`config.mk`:
```
export PLATFORM = sky130hd
export DESIGN_NAME = jtframe_prom_loader
export DESIGN_NICKNAME = d
export VERILOG_FILES = /design/src/rtl/jtframe_pkg.sv /design/src/rtl/jtframe_prom_loader.sv
export SDC_FILE = /design/constraint.sdc
export NUM_CORES = 1
export LEC_CHECK = 0
export CAP_MARGIN = 20
export CORE_ASPECT_RATIO = 1.5
export CORE_MARGIN = 4
export CORE_UTILIZATION = 46
export DETAILED_ROUTE_END_ITERATION = 7
export HOLD_SLACK_MARGIN = 0.03
export PLACE_DENSITY_LB_ADDON = 0.08
export SYNTH_ARGS = -nofsm -noshare
export SYNTH_HDL_FRONTEND = slang
export SYNTH_SLANG_ARGS = --single-unit
```
`constraint.sdc`:
```
create_clock -name clk -period 5.55 [get_ports clk]
set_input_delay 1.3875 -clock clk [delete_from_list [all_inputs] [get_ports clk]]
set_output_delay 1.3875 -clock clk [all_outputs]
set_load 0.05 [all_outputs]
```
`src/rtl/jtframe_pkg.sv`:
```
// Shared jtframe definitions: PROM loader FSM encoding
// and the legal PROM word widths.
package jtframe_pkg;

  typedef enum logic [1:0] {
    ST_IDLE = 2'd0,
    ST_LOAD = 2'd1,
    ST_DONE = 2'd2
  } prom_st_e;

  function automatic bit prom_dw_ok(input int dw);
    return (dw == 8) || (dw == 16);
  endfunction

endpackage

```
`src/rtl/jtframe_prom_loader.sv`:
```
// Captures a PROM region out of the ROM download stream and
// writes it as 8- or 16-bit words, with a running byte checksum.
module jtframe_prom_loader #(
  parameter int AW    = 10,
  parameter int DW    = 8,
  parameter int START = 0
) (
  input  logic          clk,
  input  logic          rst,
  input  logic          downloading,
  input  logic [21:0]   ioctl_addr,
  input  logic [7:0]    ioctl_data,
  input  logic          ioctl_wr,
  output logic          prom_we,
  output logic [AW-1:0] prom_addr,
  output logic [DW-1:0] prom_data,
  output logic          done,
  output logic          incomplete,
  output logic [7:0]    checksum
);
  import jtframe_pkg::*;

  localparam int BSH = DW / 16;
  localparam int OW  = AW + BSH;
  localparam logic [22:0] W_LO = 23'(START);
  localparam logic [22:0] W_HI =
    23'(START + (2 ** AW) * (DW / 8));

  prom_st_e        r_st;
  prom_st_e        w_nxt;
  logic            r_dl_q;
  logic            r_blk;
  logic            r_we;
  logic [AW-1:0]   r_addr;
  logic [DW-1:0]   r_data;
  logic            r_done;
  logic            r_inc;
  logic [7:0]      r_sum;

  logic            w_rise;
  logic            w_inwin;
  logic [OW-1:0]   w_off;
  logic            w_last;
  logic            w_acc;
  logic            w_load;
  logic            w_start;
  logic            w_fin;
  logic            w_abort;
  logic            w_wr;
  logic [AW-1:0]   w_waddr;
  logic [DW-1:0]   w_wdata;

  // r_blk keeps a level still high across reset from
  // looking like a fresh download start
  assign w_rise  = downloading & ~r_dl_q & ~r_blk;
  assign w_inwin = ({1'b0, ioctl_addr} >= W_LO) &&
                   ({1'b0, ioctl_addr} <  W_HI);
  assign w_off   = OW'(ioctl_addr - 22'(START));
  assign w_last  = &w_off;
  assign w_acc   = ioctl_wr & downloading &
                   w_load & w_inwin;

  always_ff @(posedge clk) begin
    if (rst) r_st <= ST_IDLE;
    else     r_st <= w_nxt;
  end

  always_comb begin
    w_nxt = r_st;
    unique case (r_st)
      ST_IDLE: if (w_rise) w_nxt = ST_LOAD;
      ST_LOAD: begin
        if (!downloading)
          w_nxt = ST_IDLE;
        else if (w_acc && w_last)
          w_nxt = ST_DONE;
      end
      ST_DONE: if (w_rise) w_nxt = ST_LOAD;
      default: w_nxt = ST_IDLE;
    endcase
  end

  always_comb begin
    w_load  = 1'b0;
    w_start = 1'b0;
    w_fin   = 1'b0;
    w_abort = 1'b0;
    unique case (1'b1)
      (r_st == ST_LOAD): begin
        w_load  = 1'b1;
        w_fin   = w_acc & w_last;
        w_abort = ~downloading;
      end
      (r_st == ST_IDLE),
      (r_st == ST_DONE): w_start = w_rise;
      default: ;
    endcase
  end

  if (!prom_dw_ok(DW)) begin : g_bad_dw
    $error("jtframe_prom_loader: DW must be 8 or 16");
  end

  if (DW == 16) begin : g_w16
    logic [7:0] r_lat;
    always_ff @(posedge clk) begin
      if (rst)
        r_lat <= '0;
      else if (w_start)
        r_lat <= '0;
      else if (w_acc && !w_off[0])
        r_lat <= ioctl_data;
    end
    assign w_wr    = w_acc & w_off[0];
    assign w_waddr = w_off[AW:1];
    assign w_wdata = {ioctl_data, r_lat};
  end else begin : g_w8
    assign w_wr    = w_acc;
    assign w_waddr = w_off;
    assign w_wdata = ioctl_data;
  end

  always_ff @(posedge clk) begin
    if (rst) begin
      r_dl_q <= 1'b0;
      r_blk  <= 1'b1;
      r_we   <= 1'b0;
      r_addr <= '0;
      r_data <= '0;
      r_done <= 1'b0;
      r_inc  <= 1'b0;
      r_sum  <= '0;
    end else begin
      r_dl_q <= downloading;
      if (!downloading) r_blk <= 1'b0;
      r_we <= w_wr;
      if (w_wr) begin
        r_addr <= w_waddr;
        r_data <= w_wdata;
      end
      if (w_start) begin
        r_sum  <= '0;
        r_done <= 1'b0;
        r_inc  <= 1'b0;
      end else begin
        if (w_acc)   r_sum  <= r_sum + ioctl_data;
        if (w_fin)   r_done <= 1'b1;
        if (w_abort) r_inc  <= 1'b1;
      end
    end
  end

  assign prom_we    = r_we;
  assign prom_addr  = r_addr;
  assign prom_data  = r_data;
  assign done       = r_done;
  assign incomplete = r_inc;
  assign checksum   = r_sum;

endmodule

```
### After elaboration in Yosys (flattened, before gate mapping)

Cells that the tools add are included.

* input port bits: 34
* memories kept: 0
* logic and storage cells: 38
* RAM bits: 0
* register bits after elaboration: 33
* latch bits: 0
* ROM bits: 0
* output and inout bits: 29

* reductions and logical operators: 6
* shift-type cells: 0
* equality and inequality tests: 4
* $lt $le $gt $ge: 1
* multiplexer cells: 8
* div/mod/pow operators: 0
* add/sub/neg operators: 1
* bitwise logic cells: 9
* $mul: 0

Operator list (number)
* less-than comparator 22 x 11 -> 1 bit (second input constant): 1
* AND reduction 10 bit: 1
* adder 8 bit: 1
* AND 1 bit: 6
* 2-to-1 mux 2 bit: 3
* 2-to-1 mux 1 bit: 4
* case mux 2 bit (2 select lines): 1
* OR reduction 2 bit: 2
* != test 3 bit (second input constant): 1
* inverter 1 bit: 3
* == test 2 x 1 -> 1 bit (second input constant): 1
* == test 2 bit (second input constant): 1
* logical NOT 2 bit: 1
* != test 2 x 1 -> 1 bit (second input constant): 1
* AND reduction 2 bit: 1
* logical AND 1 bit: 1

### Depth between registers and ports, before layout

Gate-level depths: netlist of the first run.

* word-level depth: 8
* mapped depth: 8
* gate-level depth less buffers: 8

### Worst setup path before layout of the first run

No wires, ideal clock.

* kind: input -> register
* start: in ioctl_data[0]
* end: reg r_sum[6], in the netlist checksum[6]
* buffers on the path: 0
* data required time: 5.489 ns
* cell stages on the path: 8
* slack: 2.616 ns
* library setup time: 0.061 ns
* data arrival time: 2.873 ns
* cell sequence: ha_1 -> inv_1 -> fa_1 -> nand2b_1 -> a21oi_1 -> o21ai_0 -> a2111oi_2 -> a311o_1

* longest elaborated chain between the ends: 1

Ends and longest elaborated chain
* start, declared: line jtframe_prom_loader.sv:12 `input logic [7:0] ioctl_data,`
* adder 8 bit: line jtframe_prom_loader.sv:146 `if (w_acc) r_sum <= r_sum + ioctl_data;`
* end signal, assigned: line jtframe_prom_loader.sv:146
* end, declared: line jtframe_prom_loader.sv:38 `logic [7:0] r_sum;`

Every way passes these cells.
A chain may end at the register's enable or synchronous reset.

### Final worst setup path of the first run

Same ends and word-level chain as after synthesis.

==> key figures, run 1 <==
Drt
  • DR iter-0 viols: 37
  • Avg Vias per Cell: 5.18
  • Drt pass-1 iters: 4
  • DRC viols: 0
  • WL/cell: 13.0 um
  • DR vias: 1529
  • Routed WL: 3830 um
  • Antenna Violating Nets Remaining: 0

Logic synthesis
  • Syn_nets: 234
  • Yosys warning count: 0
  • Yosys cell types: 32
  • Yosys reg bits: 33
  • Mapped Cells: 192
  • Register area share after synthesis: 42.9%
  • Post-synthesis average cell area: 8.02 um2
  • Synth Cell Area: 1540 um2

Pwr
  • Overall power: 0.455 mW
  • LEAKAGE: 0.789 nW
  • Power per Cell Area: 201 nW/um2
  • Worst vdd ir: 200 uV

Timing
  • Max-slew violations: 0
  • Setup violators final: 0
  • Least-Margin Pin Slew: 0.907 ns
  • Setup Skew: 0.00782 ns
  • Unrepaired setup endpoints after global routing: false
  • Period utilization: 59.1%
  • Final Hold Fails: 0
  • Setup TNS: 0 ns
  • Max Clock Freq: 0.305 GHz
  • Tmin final: 3.28 ns
  • Max-slew headroom at the worst pin: 39.3%

Layout
  • Fin nets: 296
  • N_diodes: 0
  • Most common cell after layout, fill and taps aside: clkdlybuf4s50_1
  • Area delta synth->final: 47.1%
  • Most frequent cells in the layout: 62 x clkdlybuf4s50_1, 49 x nand2_1, 33 x dfxtp_1
  • Design Area, Final: 2260 um2
  • Share of cells above drive strength 1: 4.31%

Floorplanning
  • Core area: 3190 um2
  • Die Height: 78.8 um
  • Rows: 25
  • Initial Utilization: 48.2%
  • DIE WIDTH: 55.2 um
  • Die area: 4350 um2
  • IO Count: 63

Critical path
  • CP endpoint kind: flop
  • Largest incremental delay on the critical path: 0.48 ns
  • Startpoint Class: primary input
  • CP required: 5.78 ns
  • Crit path DAT: 3.51 ns
  • Cell Chain, Critical Path: clkdlybuf4s50_1, ha_1, inv_1, fa_1, nand2b_1, a21oi_1, o21ai_0, a2111oi_2, a311o_1
  • CP max FO: 3
  • Reg2Reg Launch Point: checksum[0]
  • CP startpoint: ioctl_data[0]
  • CP max stage cell: clkdlybuf4s50_1
  • CP Class: in2reg

Clock tree
  • Postcts setup bufs: 0
  • Worst-Skew Late Latency: 0.28 ns
  • CTS Buf Count: 5
  • Maximum clock path buffer count: 2
  • CTS tree: yes
  • CTS resizes: 0
  • Reg clk slew, reported paths: 0.07 ns
  • Clk root buf: clkbuf_8
  • Clock sinks: 33
  • Htree depth: 2
  • Post-cts hold buffer count: 0

GRT
  • GRT met3 Usage: 6.18%
  • Total track usage: 18.8%
  • Met2 Usage GRT: 35.2%
  • Met1 Track Usage GR: 19.6%
  • Global-route wire length before repair: 6620 um
  • Largest net degree at the start of global routing: 29
  • Most used routing layer: met2
  • Antenna violations before repair: 0
  • Grt ovf: 0
  • Vias in the first global route: 1519

Min path
  • Hold path start: prom_addr[9]
  • Worst Hold Class: reg2reg

Placement
  • Placed instance area: 2180 um2
  • Dpl hpwl: 2870 um
  • Gpl congestion: 0.820
  • PortBufs: 62

Flow run
  • Total of max-cap violations: 0

Outcome
  • Status: completed
## metrics by stage
step	std cells	setup slack, ns	hold slack (ns)	util (%)
2_1_floorplan	192	2.62	0.439	-
3_3_place_gp	287	2.05	0.437	68.4
3_5_place_dp	287	1.97	0.443	68.4
4_1_cts	295	2.28	0.452	70.9
5_1_grt	295	2.11	0.465	70.9
6_report	295	2.27	0.451	70.9
## layout make-up
cell class                      count  area [um2]
Sequential cell                    33         661
Tap cell                           40        50.0
Clock buffer                        6        72.6
Multi-Input combinational cell    143         812
Fill cell                         283         927
Timing Repair Buffer               63         628
Clock inverter                      2        10.0
Inverter                            8        30.0
## layer usage
layer  vias to the layer above  routed length (um)
li1                        790                   -
met1                       696                1500
met2                        37                2060
met3                         6                 210
met4                         0                  48
met5                         -                   0
## state kept, by name, summed over array words and instances, names as in the netlist
register,flops
done,1
r_blk,1
checksum,8
incomplete,1
prom_data,8
prom_addr,10
r_st,2
prom_we,1
r_dl_q,1
## power by group
part / leakage, nW / total [mW] / internal (mW) / switching (mW)
clock: 0.0450 / 0.171 / 0.0868 / 0.0847
combinational: 0.477 / 0.0449 / 0.0266 / 0.0183
sequential: 0.266 / 0.239 / 0.238 / 0.000807
total: 0.789 / 0.455 / 0.352 / 0.104
## cell usage after synthesis
master     number  area, um2
nand4_1         5       31.3
nand2_1        49        184
nand2b_1        4       25.0
a31oi_1         2       12.5
mux2i_1         2       20.0
buf_2           2       10.0
nor3_1          4       20.0
and4_1          1       8.76
o311ai_0        1       8.76
a2111oi_2       1       15.0
o31ai_1         1       7.51
buf_4           1       7.51
a21o_1          2       15.0
nand3_1         6       30.0
nand2_2         1       6.26
inv_1           8       30.0
a21oi_1        31        155
or4b_4          1       13.8
and3b_1         2       17.5
a311o_1         1       10.0
nor2_1          7       26.3
clkbuf_1        5       18.8
ha_1            7       87.6
nor4b_1         2       17.5
or4b_1          1       10.0
nor4_1          2       12.5
xor2_1          2       17.5
or3_1           2       12.5
nor2b_1         2       12.5
o21ai_0         3       15.0
fa_1            1       20.0
dfxtp_1        33        661
## path summary, 6_finish.rpt
path	depth (start not counted)	slack, ns	endpoint
hold / removal	2	0.45	prom_addr[9]
setup / recovery	9	2.27	checksum[6]
setup reg to reg	8	3.50	checksum[6]
hold reg to reg	2	0.45	prom_addr[9]
## cells by family (layout without fill, tap and decap cells)
group / count (synthesis) / count (layout) / synth area share [%]
mux: 2 / 2 / 1.30
compound gates: 42 / 42 / 15.5
xor+xnor: 2 / 2 / 1.14
simple gates: 89 / 89 / 27.8
fa+ha+maj: 8 / 8 / 6.99
buf+inv: 16 / 79 / 4.31
flops: 33 / 33 / 42.9
## worst max-delay path: cells and delay by family
family          cells  cell delay (ns)
compound gates      4             0.85
fa+ha+maj           2             0.56
buf+inv             2             0.54
simple gates        1             0.18
Note: power is estimated with default switching activity, not from simulation.
==> inputs of run 2 (changes only) <==
--- a/config.mk
+++ b/config.mk
@@ -8,7 +8,7 @@
 export CAP_MARGIN = 20
 export CORE_ASPECT_RATIO = 1.5
 export CORE_MARGIN = 4
-export CORE_UTILIZATION = 46
+export CORE_UTILIZATION = 38
 export DETAILED_ROUTE_END_ITERATION = 7
 export HOLD_SLACK_MARGIN = 0.03
 export PLACE_DENSITY_LB_ADDON = 0.08
==> constraint.sdc (replaced) <==
create_clock -name clk -period 2.8 [get_ports clk]
set_input_delay 0.7 -clock clk [delete_from_list [all_inputs] [get_ports clk]]
set_output_delay 0.7 -clock clk [all_outputs]
set_load 0.05 [all_outputs]
==> run 2 against run 1 <==
Effect of this change:
- largest power group unchanged
- combinational power grew 110%
- critical path type unchanged
- sequential share of layout area shrank 1.2 points
- first-iteration DRC count shrank 8.1%
- design area grew 4.3%
==> key figures, run 2 (same netlist as run 1, synthesis figures left out) <==
GRT
  • Total track usage: 17.7% (-1.1 points)
  • Antenna violations before repair: 0 (unchanged)
  • Vias in the first global route: 1572 (+3.5%)
  • Most used routing layer: met2
  • Met1 Track Usage GR: 18.2% (-1.4 points)
  • Global-route wire length before repair: 6970 um (+5.3%)
  • GRT met3 Usage: 5.27% (-0.91 points)
  • Largest net degree at the start of global routing: 24 (-17%)
  • Met2 Usage GRT: 31.8% (-3.4 points)
  • Grt ovf: 0 (unchanged)

Timing
  • Final Hold Fails: 0 (unchanged)
  • Max-slew violations: 0 (unchanged)
  • Least-Margin Pin Slew: 0.514 ns (-0.393 ns)
  • Max-slew headroom at the worst pin: 65.6% (+26 points)
  • Setup Skew: 0.00531 ns (-0.00250 ns)
  • Tmin final: 2.56 ns
  • Setup violators final: 0 (unchanged)
  • Hold slack: 0.451 ns (-0.000390 ns)
  • Max Clock Freq: 0.391 GHz
  • Period utilization: 91.4%
  • Setup TNS: 0 ns (unchanged)
  • Unrepaired setup endpoints after global routing: false

Layout
  • Most common cell after layout, fill and taps aside: clkdlybuf4s50_1
  • Final Util: 60.2% (-11 points)
  • Multi-input logic area: 812 um2 (unchanged)
  • Most frequent cells in the layout: 62 x clkdlybuf4s50_1, 49 x nand2_1, 33 x dfxtp_1
  • Register Area: 661 um2 (unchanged)
  • Max reg flops: 10 (unchanged)
  • Filler cell count: 370 (+31%)
  • N_diodes: 0 (unchanged)
  • Area delta synth->final: 53.4%
  • Fin nets: 304 (+2.7%)
  • Share of cells above drive strength 1: 7.60% (+3.3 points)
  • Design Area, Final: 2360 um2 (+4.3%)

Critical path
  • Crit path DAT: 2.79 ns (-0.72 ns)
  • CP Class: in2reg
  • CP max stage cell: clkdlybuf4s50_1
  • CP max FO: 2 (-1)
  • Largest incremental delay on the critical path: 0.48 ns (about the same)
  • CP endpoint kind: flop
  • Cell Chain, Critical Path: clkdlybuf4s50_1, ha_1, inv_1, fa_1, nand2b_1, a21oi_1, o21ai_0, a2111oi_2, a311o_1
  • CP required: 3.03 ns (-2.75 ns)
  • CP bufs+invs: 2 (unchanged)
  • Family with the most delay on the worst path: compound AO/OA/AOI/OAI gates
  • Startpoint Class: primary input

Pwr
  • Overall power: 0.959 mW (+110%)
  • Worst vdd ir: 388 uV (+94%)
  • Power per Cell Area: 406 nW/um2 (+100%)
  • LEAKAGE: 0.844 nW (+6.9%)

Clock tree
  • CTS resizes: 0 (unchanged)
  • Clock sinks: 33 (unchanged)
  • CTS Buf Count: 5 (unchanged)
  • Htree depth: 2 (unchanged)
  • Maximum clock path buffer count: 2 (unchanged)
  • CTS tree: yes
  • Reg clk slew, reported paths: 0.07 ns (about the same)
  • Post-cts hold buffer count: 0 (unchanged)
  • Clk root buf: clkbuf_8
  • Postcts setup bufs: 0 (unchanged)
  • Worst-Skew Late Latency: 0.28 ns (about the same)

Floorplanning
  • IO Count: 63 (unchanged)
  • Core area: 3920 um2 (+23%)
  • Initial Utilization: 39.2% (-9.0 points)
  • Rows: 28 (+12%)
  • DIE WIDTH: 60.0 um (+8.6%)
  • Die area: 5150 um2 (+18%)
  • Die Height: 85.9 um (+9.0%)

Drt
  • Routed WL: 4170 um (+8.9%)
  • Drt pass-1 iters: 4 (unchanged)
  • Antenna Violating Nets Remaining: 0 (unchanged)
  • DRC viols: 0 (unchanged)
  • WL/cell: 13.5 um (+4.3%)
  • Avg Vias per Cell: 5.09 (-1.7%)
  • DR vias: 1569 (+2.6%)
  • DR iter-0 viols: 34 (-8.1%)

Flow run
  • Total of max-cap violations: 0 (unchanged)

Placement
  • Gpl congestion: 0.816 (-0.51%)
  • Dpl hpwl: 3200 um (+11%)
  • PortBufs: 62 (unchanged)
  • Placed instance area: 2260 um2 (+3.6%)

Outcome
  • Status: completed

Min path
  • Worst Hold Class: reg2reg
## run 2: cell count changes in the layout (fill, tap and decap cells not counted)
cell and delta:
clkbuf_8 +2, buf_12 +1, clkbuf_1 -1, clkinv_2 -1
buf_4 +7
## run 2: report_power, final
group          total [mW]  switching, mW  internal [mW]  leakage, nW
Combinational      0.0945         0.0384         0.0561        0.523
Sequential          0.474        0.00163          0.472        0.266
Clock               0.391          0.169          0.222       0.0542
Total               0.959          0.209          0.750        0.844
## run 2: final timing paths
path / start / end / slack [ns] / depth (start not counted)
max reg2reg: checksum[0] / checksum[6] / 0.78 / 8
min reg2reg: prom_data[2] / prom_data[2] / 0.45 / 2
max: ioctl_data[0] / checksum[6] / 0.24 / 9
min: prom_data[2] / prom_data[2] / 0.45 / 2
## run 2: per-layer routing
metal  up-vias  share of wire [%]
li1        801                  -
met1       719                 38
met2        41                 53
met3         8                5.9
met5         -                  0
met4         0                2.5
## run 2: area by class of cell
| type | instances | area share [%] |
|---|---|---|
| clock buffer | 7 | 4.08 |
| clock inverter | 1 | 0.212 |
| inverter | 8 | 1.27 |
| multi-input combinational | 143 | 34.4 |
| sequential | 33 | 28.0 |
| tap | 45 | 2.38 |
| timing repair buffer | 71 | 29.7 |
## run 2: tightest hold or removal path, cell delays in order, from the launching register on
cell     delay [ns]
dfxtp_1        0.31
nand2_1        0.05
a21oi_1        0.05
## run 2: through the flow
stage,setup slack [ns],cells
2_1_floorplan,0.511,192
3_3_place_gp,0.00624,300
3_5_place_dp,-0.0527,300
4_1_cts,0.246,308
5_1_grt,0.0970,308
6_report,0.242,308
==> inputs of run 3 (changes only) <==
--- a/config.mk
+++ b/config.mk
@@ -7,7 +7,6 @@
 export LEC_CHECK = 0
 export CAP_MARGIN = 20
 export CORE_ASPECT_RATIO = 1.5
-export CORE_MARGIN = 4
 export CORE_UTILIZATION = 38
 export DETAILED_ROUTE_END_ITERATION = 7
 export HOLD_SLACK_MARGIN = 0.03
==> run 3 against run 2 <==
Effect of this change:
- via count is 0.38% lower
- final cell count is 0.65% lower
- core utilization is 0.89 points lower
- critical path depth stayed put
- combinational power is 2% lower
- wire length is 7.1% lower
- critical endpoint unchanged
- register-to-register slack worse by 0.02 ns
- clock power is 8.2% lower
==> key figures, run 3 (same netlist as run 1, synthesis figures left out) <==
Timing
  • Setup Skew: 0.00396 ns (-0.00136 ns)
  • Hold slack: 0.447 ns (-0.00354 ns)
  • Max-slew violations: 0 (unchanged)
  • Least-Margin Pin Slew: 0.516 ns (+0.00207 ns)
  • Max Clock Freq: 0.387 GHz (-1.1%)
  • Final Hold Fails: 0 (unchanged)
  • Max-slew headroom at the worst pin: 65.5% (-0.14 points)
  • Period utilization: 92.3% (+0.98 points)
  • Setup violators final: 0 (unchanged)
  • Tmin final: 2.59 ns (+0.0273 ns)
  • Unrepaired setup endpoints after global routing: false

Critical path
  • CP Class: in2reg
  • Cell Chain, Critical Path: clkdlybuf4s50_1, ha_1, inv_1, fa_1, nand2b_1, a21oi_1, o21ai_0, a2111oi_2, a311o_1
  • Crit path DAT: 2.81 ns (+0.02 ns)
  • CP required: 3.03 ns (about the same)
  • CP max FO: 2 (unchanged)
  • CP endpoint kind: flop
  • Largest incremental delay on the critical path: 0.49 ns (about the same)
  • CP max stage cell: clkdlybuf4s50_1
  • Startpoint Class: primary input

Pwr
  • Sw frac: 22.0% (+0.19 points)
  • Internal: 0.722 mW (-3.7%)
  • Flop pwr share: 51.2% (+1.8 points)
  • Sw Pwr: 0.203 mW (-2.6%)
  • Overall power: 0.926 mW (-3.5%)
  • Clock power frac: 38.8% (-2.0 points)
  • Comb power frac: 10.0% (about the same)
  • LEAKAGE: 0.821 nW (-2.7%)
  • Worst vdd ir: 296 uV (-24%)
  • Power per Cell Area: 398 nW/um2 (-2.0%)

GRT
  • Total track usage: 20.4% (+2.6 points)
  • Grt ovf: 0 (unchanged)
  • Vias in the first global route: 1500 (-4.6%)
  • Global-route wire length before repair: 6350 um (-8.8%)
  • Largest net degree at the start of global routing: 25 (+4.2%)
  • Antenna violations before repair: 0 (unchanged)

Clock tree
  • CTS tree: yes
  • CTS resizes: 0 (unchanged)
  • Reg clk slew, reported paths: 0.06 ns (about the same)
  • Postcts setup bufs: 0 (unchanged)
  • Clock sinks: 33 (unchanged)
  • Post-cts hold buffer count: 0 (unchanged)
  • Worst-Skew Late Latency: 0.28 ns (about the same)
  • Htree depth: 2 (unchanged)
  • CTS Buf Count: 5 (unchanged)
  • Maximum clock path buffer count: 2 (unchanged)
  • Clk root buf: clkbuf_8

Drt
  • Routed WL: 3870 um (-7.1%)
  • DRC viols: 0 (unchanged)
  • Drt pass-1 iters: 4 (unchanged)
  • DR iter-0 viols: 13 (-62%)
  • WL/cell: 12.7 um (-6.5%)
  • Antenna Violating Nets Remaining: 0 (unchanged)
  • DR vias: 1563 (-0.38%)
  • Avg Vias per Cell: 5.11 (+0.27%)

Placement
  • Placed Instances: 299 (-0.33%)
  • Placed instance area: 2240 um2 (-0.89%)
  • Gpl congestion: 0.757 (-7.2%)
  • Dpl hpwl: 2970 um (-7.0%)
  • PortBufs: 62 (unchanged)

Floorplanning
  • Die Height: 79.9 um (-7.0%)
  • Core area: 3920 um2 (unchanged)
  • Rows: 28 (unchanged)
  • DIE WIDTH: 54.0 um (-10%)
  • Initial Utilization: 39.2% (unchanged)
  • Die area: 4310 um2 (-16%)
  • IO Count: 63 (unchanged)

Layout
  • Fin nets: 303 (-0.33%)
  • Share of cells above drive strength 1: 6.51% (-1.1 points)
  • N_diodes: 0 (unchanged)
  • Most common cell after layout, fill and taps aside: clkdlybuf4s50_1
  • Post-Layout Cell Count: 306 (-0.65%)
  • Max reg flops: 10 (unchanged)
  • Filler cell count: 380 (+2.7%)
  • Area delta synth->final: 51.1%
  • Design Area, Final: 2330 um2 (-1.5%)
  • Most frequent cells in the layout: 62 x clkdlybuf4s50_1, 49 x nand2_1, 33 x dfxtp_1

Outcome
  • Status: completed

Min path
  • Worst Hold Class: reg2reg

Flow run
  • Total of max-cap violations: 0 (unchanged)
-- run 3: changes by cell type in the layout (fill, tap and decap cells not counted), sizes merged --
cell,change
clkinv,-1
buf,-1
-- run 3: path summary, 6_finish.rpt --
check                     start           to  slack (ns)  depth (start not counted)
setup / recovery  ioctl_data[0]  checksum[6]        0.21                          9
hold reg to reg            done         done        0.45                          2
setup reg to reg    checksum[0]  checksum[6]        0.76                          8
hold / removal             done         done        0.45                          2
-- run 3: cell type report --
class	count	area (um2)	share of cell area [%]
inverter	8	30.0	1.29
timing repair buffer	70	681	29.3
tap	45	56.3	2.42
multi-input combinational	143	812	34.9
clock buffer	7	86.3	3.71
sequential	33	661	28.4
-- run 3: per-stage QoR --
stage	TNS (ns)	setup slack (ns)	util, %
after global placement	0	0.0102	57.1
after global routing	0	0.0857	59.3
after floorplan	0	0.511	-
after CTS	0	0.215	59.3
after detailed placement	-0.0784	-0.0784	57.1
final	0	0.214	59.3
-- run 3: critical path, delay by kind of cell --
| family | cells | cell delay (ns) |
|---|---|---|
| compound gates | 4 | 0.84 |
| fa+ha+maj | 2 | 0.55 |
| buf+inv | 2 | 0.54 |
| simple gates | 1 | 0.18 |
-- run 3: routing by layer --
layer  vias to the layer above  track usage, %  part of all wire (%)
li1                        800               -                     -
met5                         -               0                     0
met2                        39            36.2                    53
met4                         0            7.89                   1.4
met3                         7            5.71                   4.5
met1                       717            21.5                    41
-- run 3: power by group through the flow --
stage | registers (mW) | clock network, mW | logic, mW
6_report | 0.474 | 0.359 | 0.0928
5_1_grt | 0.474 | 0.388 | 0.101
4_1_cts | 0.474 | 0.370 | 0.0936
3_5_place_dp | 0.484 | 0 | 0.0933
3_3_place_gp | 0.484 | 0 | 0.0931
2_1_floorplan | 0.485 | 0 | 0.0291
